===== src/rtl/program_sequencer.sv =====
// Fetch/issue controller for the 4-bit-opcode program ROM: owns the PC, registers ROM data
// and hands instructions to the datapath over valid/ready, with SNZA skip and halt/restart.
module program_sequencer #(
   parameter int unsigned ADDR_WIDTH = 8,
   parameter int unsigned LAST_ADDR  = 31
) (
   input  logic                  clk,
   input  logic                  rstN,
   input  logic                  runIn,
   input  logic                  stepModeIn,
   input  logic                  stepIn,
   input  logic                  restartIn,
   output logic [ADDR_WIDTH-1:0] romAddrOut,
   input  logic [3:0]            romDataIn,
   output logic [3:0]            instrOut,
   output logic                  instrValidOut,
   input  logic                  instrReadyIn,
   input  logic                  nzIn,
   output logic [ADDR_WIDTH-1:0] pcOut,
   output logic                  haltedOut,
   output logic                  busyOut
);

   localparam int unsigned NW      = ADDR_WIDTH + 1;
   localparam logic [3:0]  OP_SNZA = 4'b1000;
   localparam logic [3:0]  OP_CLR  = 4'b0111;
   localparam logic [NW-1:0] LAST_W = NW'(LAST_ADDR);

   typedef enum logic [1:0] {IDLE, FETCH, ISSUE, HALT} state_t;

   state_t                state_q, state_d;
   logic [ADDR_WIDTH-1:0] pc_q, pc_d;
   logic [3:0]            instr_q, instr_d;
   logic                  valid_q, valid_d;
   logic                  halted_q, halted_d;
   logic                  handshake;
   logic                  run_go;
   logic [NW-1:0]         next_pc;

   always_ff @(posedge clk or negedge rstN) begin
      if (!rstN) begin
         state_q  <= IDLE;
         pc_q     <= '0;
         instr_q  <= OP_CLR;
         valid_q  <= 1'b0;
         halted_q <= 1'b0;
      end else begin
         state_q  <= state_d;
         pc_q     <= pc_d;
         instr_q  <= instr_d;
         valid_q  <= valid_d;
         halted_q <= halted_d;
      end
   end

   // Next PC is one bit wider than the PC so a skip past the end halts instead of wrapping.
   always_comb begin
      state_d   = state_q;
      pc_d      = pc_q;
      instr_d   = instr_q;
      valid_d   = valid_q;
      halted_d  = halted_q;
      handshake = valid_q & instrReadyIn;
      run_go    = runIn & ~stepModeIn;
      next_pc   = {1'b0, pc_q} + ((instr_q == OP_SNZA && nzIn) ? NW'(2) : NW'(1));

      case (state_q)
         IDLE: begin
            if (run_go || (stepModeIn && stepIn)) state_d = FETCH;
         end
         FETCH: begin
            instr_d = romDataIn;
            valid_d = 1'b1;
            state_d = ISSUE;
         end
         ISSUE: begin
            if (handshake) begin
               valid_d = 1'b0;
               if (next_pc > LAST_W) begin
                  state_d  = HALT;
                  halted_d = 1'b1;
               end else begin
                  pc_d    = next_pc[ADDR_WIDTH-1:0];
                  state_d = run_go ? FETCH : IDLE;
               end
            end
         end
         HALT: begin
            state_d = HALT;
         end
         default: state_d = IDLE;
      endcase

      // Restart overrides everything, including a same-cycle handshake's PC update.
      if (restartIn) begin
         state_d  = IDLE;
         pc_d     = '0;
         instr_d  = OP_CLR;
         valid_d  = 1'b0;
         halted_d = 1'b0;
      end
   end

   assign romAddrOut    = pc_q;
   assign pcOut         = pc_q;
   assign instrOut      = instr_q;
   assign instrValidOut = valid_q;
   assign haltedOut     = halted_q;
   assign busyOut       = (state_q == FETCH) || (state_q == ISSUE);

endmodule


===== config.mk =====
export PLATFORM = sky130hd
export DESIGN_NAME = program_sequencer
export DESIGN_NICKNAME = d
export VERILOG_FILES = /design/src/rtl/program_sequencer.sv
export SDC_FILE = /design/constraint.sdc
export NUM_CORES = 1
export LEC_CHECK = 0
export CORE_MARGIN = 3
export CORE_UTILIZATION = 43
export DETAILED_ROUTE_END_ITERATION = 8
export MAX_ROUTING_LAYER = met4
export PLACE_DENSITY = 0.76
export SYNTH_ARGS = -nofsm -noshare
export SYNTH_HDL_FRONTEND = slang
export SYNTH_SLANG_ARGS = --single-unit

===== constraint.sdc =====
create_clock -name clk -period 3.9 [get_ports clk]
set_clock_uncertainty 0.15 [all_clocks]
set_input_delay 0.39 -clock clk [delete_from_list [all_inputs] [get_ports clk]]
set_output_delay 0.39 -clock clk [all_outputs]
set_load 0.01 [all_outputs]

-- Yosys cells after proc, flatten, opt, wreduce, memory -nomap -nowiden
Cells that the tools add are included.
- add/subtract/negate cells: 1
- reductions and logical operators: 14
- muxes and demuxes: 20
- bitwise operators: 3
- order comparisons: 1
- eq/ne operators: 7
- operators with widths (kind ; number):
    two-way mux 8 bit ; 4
    two-way mux 2 bit ; 5
    adder 8 x 2 -> 9 bit ; 1
    greater-than comparator 9 x 5 -> 1 bit (second input constant) ; 1
    two-way mux 4 bit ; 2
    case mux 2 bit (4 select lines) ; 1
    nonzero test 2 bit ; 4
    two-way mux 1 bit ; 7
    inequality test 3 bit (second input constant) ; 2
    AND reduction 3 bit ; 2
    equality test 2 bit (second input constant) ; 2
    equality test 4 bit (second input constant) ; 1
    AND reduction 2 bit ; 2
    nonzero test 3 bit ; 1
    AND 1 bit ; 2
    equality test 2 x 1 -> 1 bit (second input constant) ; 1
    logical AND 1 bit ; 2
    logical NOT 2 bit ; 1
    logical OR 1 bit ; 2
    inequality test 2 bit (second input constant) ; 1
    case mux 1 bit (2 select lines) ; 1
    NOT 1 bit ; 1
- bits of input ports: 12
- register bits after elaboration: 16
- output and inout port bits: 23
- word-level logic and storage cells: 51

-- Depth between registers and ports, before layout
Gate-level depths: netlist of the first run.
- depth after elaboration: 9
- mapped depth: 9
- mapped depth without buffers: 9

-- Worst setup path after synthesis of the first run
No wires, ideal clock.
- path type: flip-flop to flip-flop
- from: register instr_q[1] (netlist: instrOut[1])
- to: register pc_q[4] (netlist: pcOut[4])
- setup time: 0.127 ns
- data required time: 3.623 ns
- cell stages (with the launch flop): 9
- buffers on the path: 0
- setup slack: 0.626 ns
- period minus slack after synthesis: 3.274 ns
- arrival time: 2.997 ns
- cell sequence: dfstp_2 or4_1 ha_1 fa_1 or4b_1 or3_4 a21oi_2 and3_1 mux2_1
- word-level cells in the longest chain between the ends: 8
- elaborated cells between the ends (all ways): 11
- classes of those cells: 1 x add/sub; 1 x order compare; 2 x eq/ne; 5 x mux; 2 x reduce/logical
- RTL lines (what ; RTL line ; RTL):
    start: declaration ; 33 ; logic [3:0] instr_q, instr_d;
    start signal: assignment ; 50 ; instr_q <= instr_d;
    equality test 4 bit (*) ; 65 ; next_pc = {1'b0, pc_q} + ((instr_q == OP_SNZA && nzIn) ? NW'(2) : NW'(1));
    logical AND 1 bit (*) ; 65 ;
    two-way mux 2 bit (*) ; 65 ;
    adder 8 x 2 -> 9 bit (*) ; 65 ;
    parallel branches: the longest is 4 deep, another holds greater-than comparator 9 x 5 -> 1 bit ; -- ;
    end signal: assignment ; 49 ; pc_q <= pc_d;
    end: declaration ; 32 ; logic [ADDR_WIDTH-1:0] pc_q, pc_d;
Every way passes the cells marked *. The select of a mux whose other input is x is not followed.
A chain may end at the register's enable or synchronous reset.

-- Final worst setup path of the first run
- from: input nzIn
- to: register pc_q[4] (netlist: pcOut[4])
- word-level cells in the longest chain between the ends: 7
- elaborated cells between the ends (all ways): 10
- classes of those cells: 1 x add/sub; 1 x order compare; 1 x eq/ne; 5 x mux; 2 x reduce/logical
- RTL lines (what ; RTL line ; RTL):
    start: declaration ; 18 ; input logic nzIn,
    logical AND 1 bit (*) ; 65 ;
    two-way mux 2 bit (*) ; 65 ;
    adder 8 x 2 -> 9 bit (*) ; 65 ;
    parallel branches: the longest is 4 deep, another holds greater-than comparator 9 x 5 -> 1 bit ; -- ;
Marks and branches as above.

==> qor.csv, run 1 <==
stage;metric;value;unit
status;outcome;finished, final reports clean;
clock_network;CTS Hold Bufs;0;
detailed_routing;drt wl/cell;12.6;um
timing;RSZ-0062 raised after global routing;no;
global_route;GRT Util Overall;16.7;%
timing;Worst Tran Pin Value;691;ps
synth;Area contributors post-synth;dfrtp_1 34%, dfstp_2 8.2%, ha_1 7.8%;
placement;post-DP HPWL;1480;um
placement;pre-CTS WS;113;ps
synth;Post-Synth Adder-Cell Area;9.90;%
timing;final worst-path cycle share;89.3;%
setup_path;RR Startpoint;instrOut[1];
floorplanning;IO Pins;35;
synth;Mapped Nets;114;
synth;number of enable flip-flop cells after synthesis;0;
global_route;met3 GRT Util;3.10;%
clock_network;CTS tree;done;
synth;count leader, synth;dfrtp_1;
detailed_routing;vias after detailed routing;761;
synth;multiplexer share of the synthesized area;8.46;%
global_route;busiest grt layer;met2;
floorplanning;die area;2840;um^2
job;max_cap viols;0;
synth;sequential area share after synthesis;42.1;%
floorplanning;effective utilization at floorplan;47.1;%
setup_path;R2R cell count;8;
setup_path;Worst EP arrival;3510;ps
setup_path;r2r endpoint;pcOut[4];
setup_path;critical-path maximum fanout;4;
pwr;Tot Pwr;0.000494;W
timing;final worst slack;418;ps
detailed_routing;Residual DRC;0;
detailed_routing;Via density;5.11;
setup_path;r2r setup slk;510;ps
clock_network;H-tree depth;1;
synth;Post-Synth XOR/XNOR Area;1.82;%
global_route;gr ovfl total;0;
clock_network;TritonCTS buffer count;3;
synth;Syn Area/Cell;10.1;um^2
detailed_routing;Routed WL;1880;um
synth;Yosys top cell by area;dfrtp_1;
cells_and_area;Filler cells;190;
global_route;first-pass GRT wire length;3350;um
cells_and_area;# diodes;0;
floorplanning;chip width;53.3;um
pwr;Power Dens Cells;380;nW/um^2
detailed_routing;DR iter-0 viols;7;
synth;area share of the largest cell type after synthesis;33.9;%
timing;Slew HR;53.8;%
floorplanning;Chip Height;53.3;um
worst_hold_path;Tightest Hold Check Type;in -> async;
global_route;largest net degree at the start of global routing;17;
clock_network;clock slew at reported path FFs;90;ps
global_route;GR Layer Usage met1;19.6;%
detailed_routing;drt pass-1 iters;4;
synth;complex-gate fraction of the synthesized area;11.7;%
cells_and_area;multi-input logic area;465;um^2
floorplanning;Core Region;2040;um^2
clock_network;post-cts sizing count;0;
synth;Synth Area in Simple Gates;16.5;%
synth;synth warn;0;
clock_network;clk buf depth;2;
global_route;initial antenna violation count;0;
setup_path;crit end category;flop;
clock_network;Root Buffer;clkbuf_4;
cells_and_area;area grow syn2layout;35.2;%
clock_network;post-CTS setup buffers;0;
setup_path;Crit path required time;3920;ps
timing;fmax;287;MHz
synth;dominant combinational cell family by area after synthesis;simple AND/OR/NAND/NOR gates;
synth;synthesized area;961;um^2
placement;Placer Congestion;0.798;
synth;Post-Syn Instances;95;
timing;Final Max Slew Viols;0;
setup_path;CP startpoint kind;input pin;
clock_network;# clock sinks;16;
global_route;M2 GR Usage;25.9;%
global_route;vias in the first global route;780;
cells_and_area;layout cells sized above 1;9.84;%
synth;synth cell count leaders;13 x dfrtp_1, 8 x buf_4, 8 x nor2_1;
cells_and_area;layout net count;142;
synth;Synth Register Bits;16;
cells_and_area;Seq. cell area;404;um^2
pwr;Peak VDD IR;0.264;mV
timing;Worst Hold Slack;368;ps
timing;Setup Viol. Count Final;0;
synth;predominant post-synthesis flop cell;dfrtp_1;
clock_network;worst skew pair latency;280;ps
detailed_routing;post-route ant nets;0;
placement;PortBufs;34;
timing;setup TNS;0;ps
timing;Final Hold Fails;0;
pwr;Leak;0.553;nW
timing;minimum clock period;3480;ps
floorplanning;FP Rows;16;
synth;async set or reset register ratio after synthesis;100;%
synth;Unique masters post-synth;34;
setup_path;crit path kind;in -> reg;
## final cells by class
class | instances | area share [%]
Multi-Input combinational cell | 63 | 35.8
Sequential cell | 16 | 31.1
Timing Repair Buffer | 34 | 26.2
Clock buffer | 4 | 2.79
Tap cell | 27 | 2.60
Inverter | 5 | 1.45
## cells in the final DEF (no fill, tap or decap), types with 3 or more instances in the layout
cell	count
clkdlybuf4s50_1	34
dfrtp_1	13
nor2_1	8
nand2_1	7
mux2i_1	7
ha_1	6
inv_1	4
nor2b_1	4
a21oi_1	4
clkbuf_4	3
dfstp_2	3
## worst max-delay path: stages
cell and delay, ps:
clkdlybuf4s50_1 460, nand2_1 40, or4_1 430, ha_1 230, fa_1 400, or4b_1 520
or3_4 370, a21oi_2 180, and3_1 180, mux2_1 310
## power breakdown
group | switching [W] | internal (W) | leakage (nW)
combinational | 0.0000812 | 0.0000930 | 0.323
sequential | 0.0000217 | 0.000191 | 0.210
clock | 0.0000507 | 0.0000568 | 0.0210
total | 0.000154 | 0.000340 | 0.553
## worst max-delay path by stage
stage,startpoint,endpoint,slack (ps)
6_report,nzIn,pcOut[4],420
2_1_floorplan,instrOut[1],pcOut[4],630
4_1_cts,nzIn,pcOut[4],420
3_5_place_dp,nzIn,pcOut[4],110
3_3_place_gp,nzIn,pcOut[4],170
5_1_grt,nzIn,pcOut[4],310
## sequential cells by signal, summed over array words and instances, names as in the netlist
signal / cells
pcOut: 8
instrOut: 4
state_q: 2
haltedOut: 1
instrValidOut: 1
## cells by family (layout without fill, tap and decap cells)
| family | count (synthesis) | in the layout |
|---|---|---|
| flops | 16 | 16 |
| xor+xnor | 2 | 2 |
| buf+inv | 16 | 43 |
| simple gates | 30 | 30 |
| compound gates | 16 | 16 |
| mux | 8 | 8 |
| fa+ha+maj | 7 | 7 |
## through the flow
stage               util [%]  std cells  cell area (um^2)
floorplan                  -         95               961
global placement        61.8        145              1260
detailed placement      61.8        145              1260
CTS                     63.6        149              1300
global route            63.6        149              1300
finish                  63.6        149              1300
## layer usage
layer  part of all wire (%)  vias up
met2                     47       26
met1                     44      359
li1                       -      372
met4                    2.0        0
met3                    6.9        4
met5                      0        -
Power figures use the tool's default switching activity.
==> run 2, diff against run 1 <==
--- a/config.mk
+++ b/config.mk
@@ -10,6 +10,7 @@
 export DETAILED_ROUTE_END_ITERATION = 8
 export MAX_ROUTING_LAYER = met4
 export PLACE_DENSITY = 0.76
+export SLEW_MARGIN = 20
 export SYNTH_ARGS = -nofsm -noshare
 export SYNTH_HDL_FRONTEND = slang
 export SYNTH_SLANG_ARGS = --single-unit
==> results of run 2 <==
No change in the layout: final DEF, timing and power equal those of run 1.
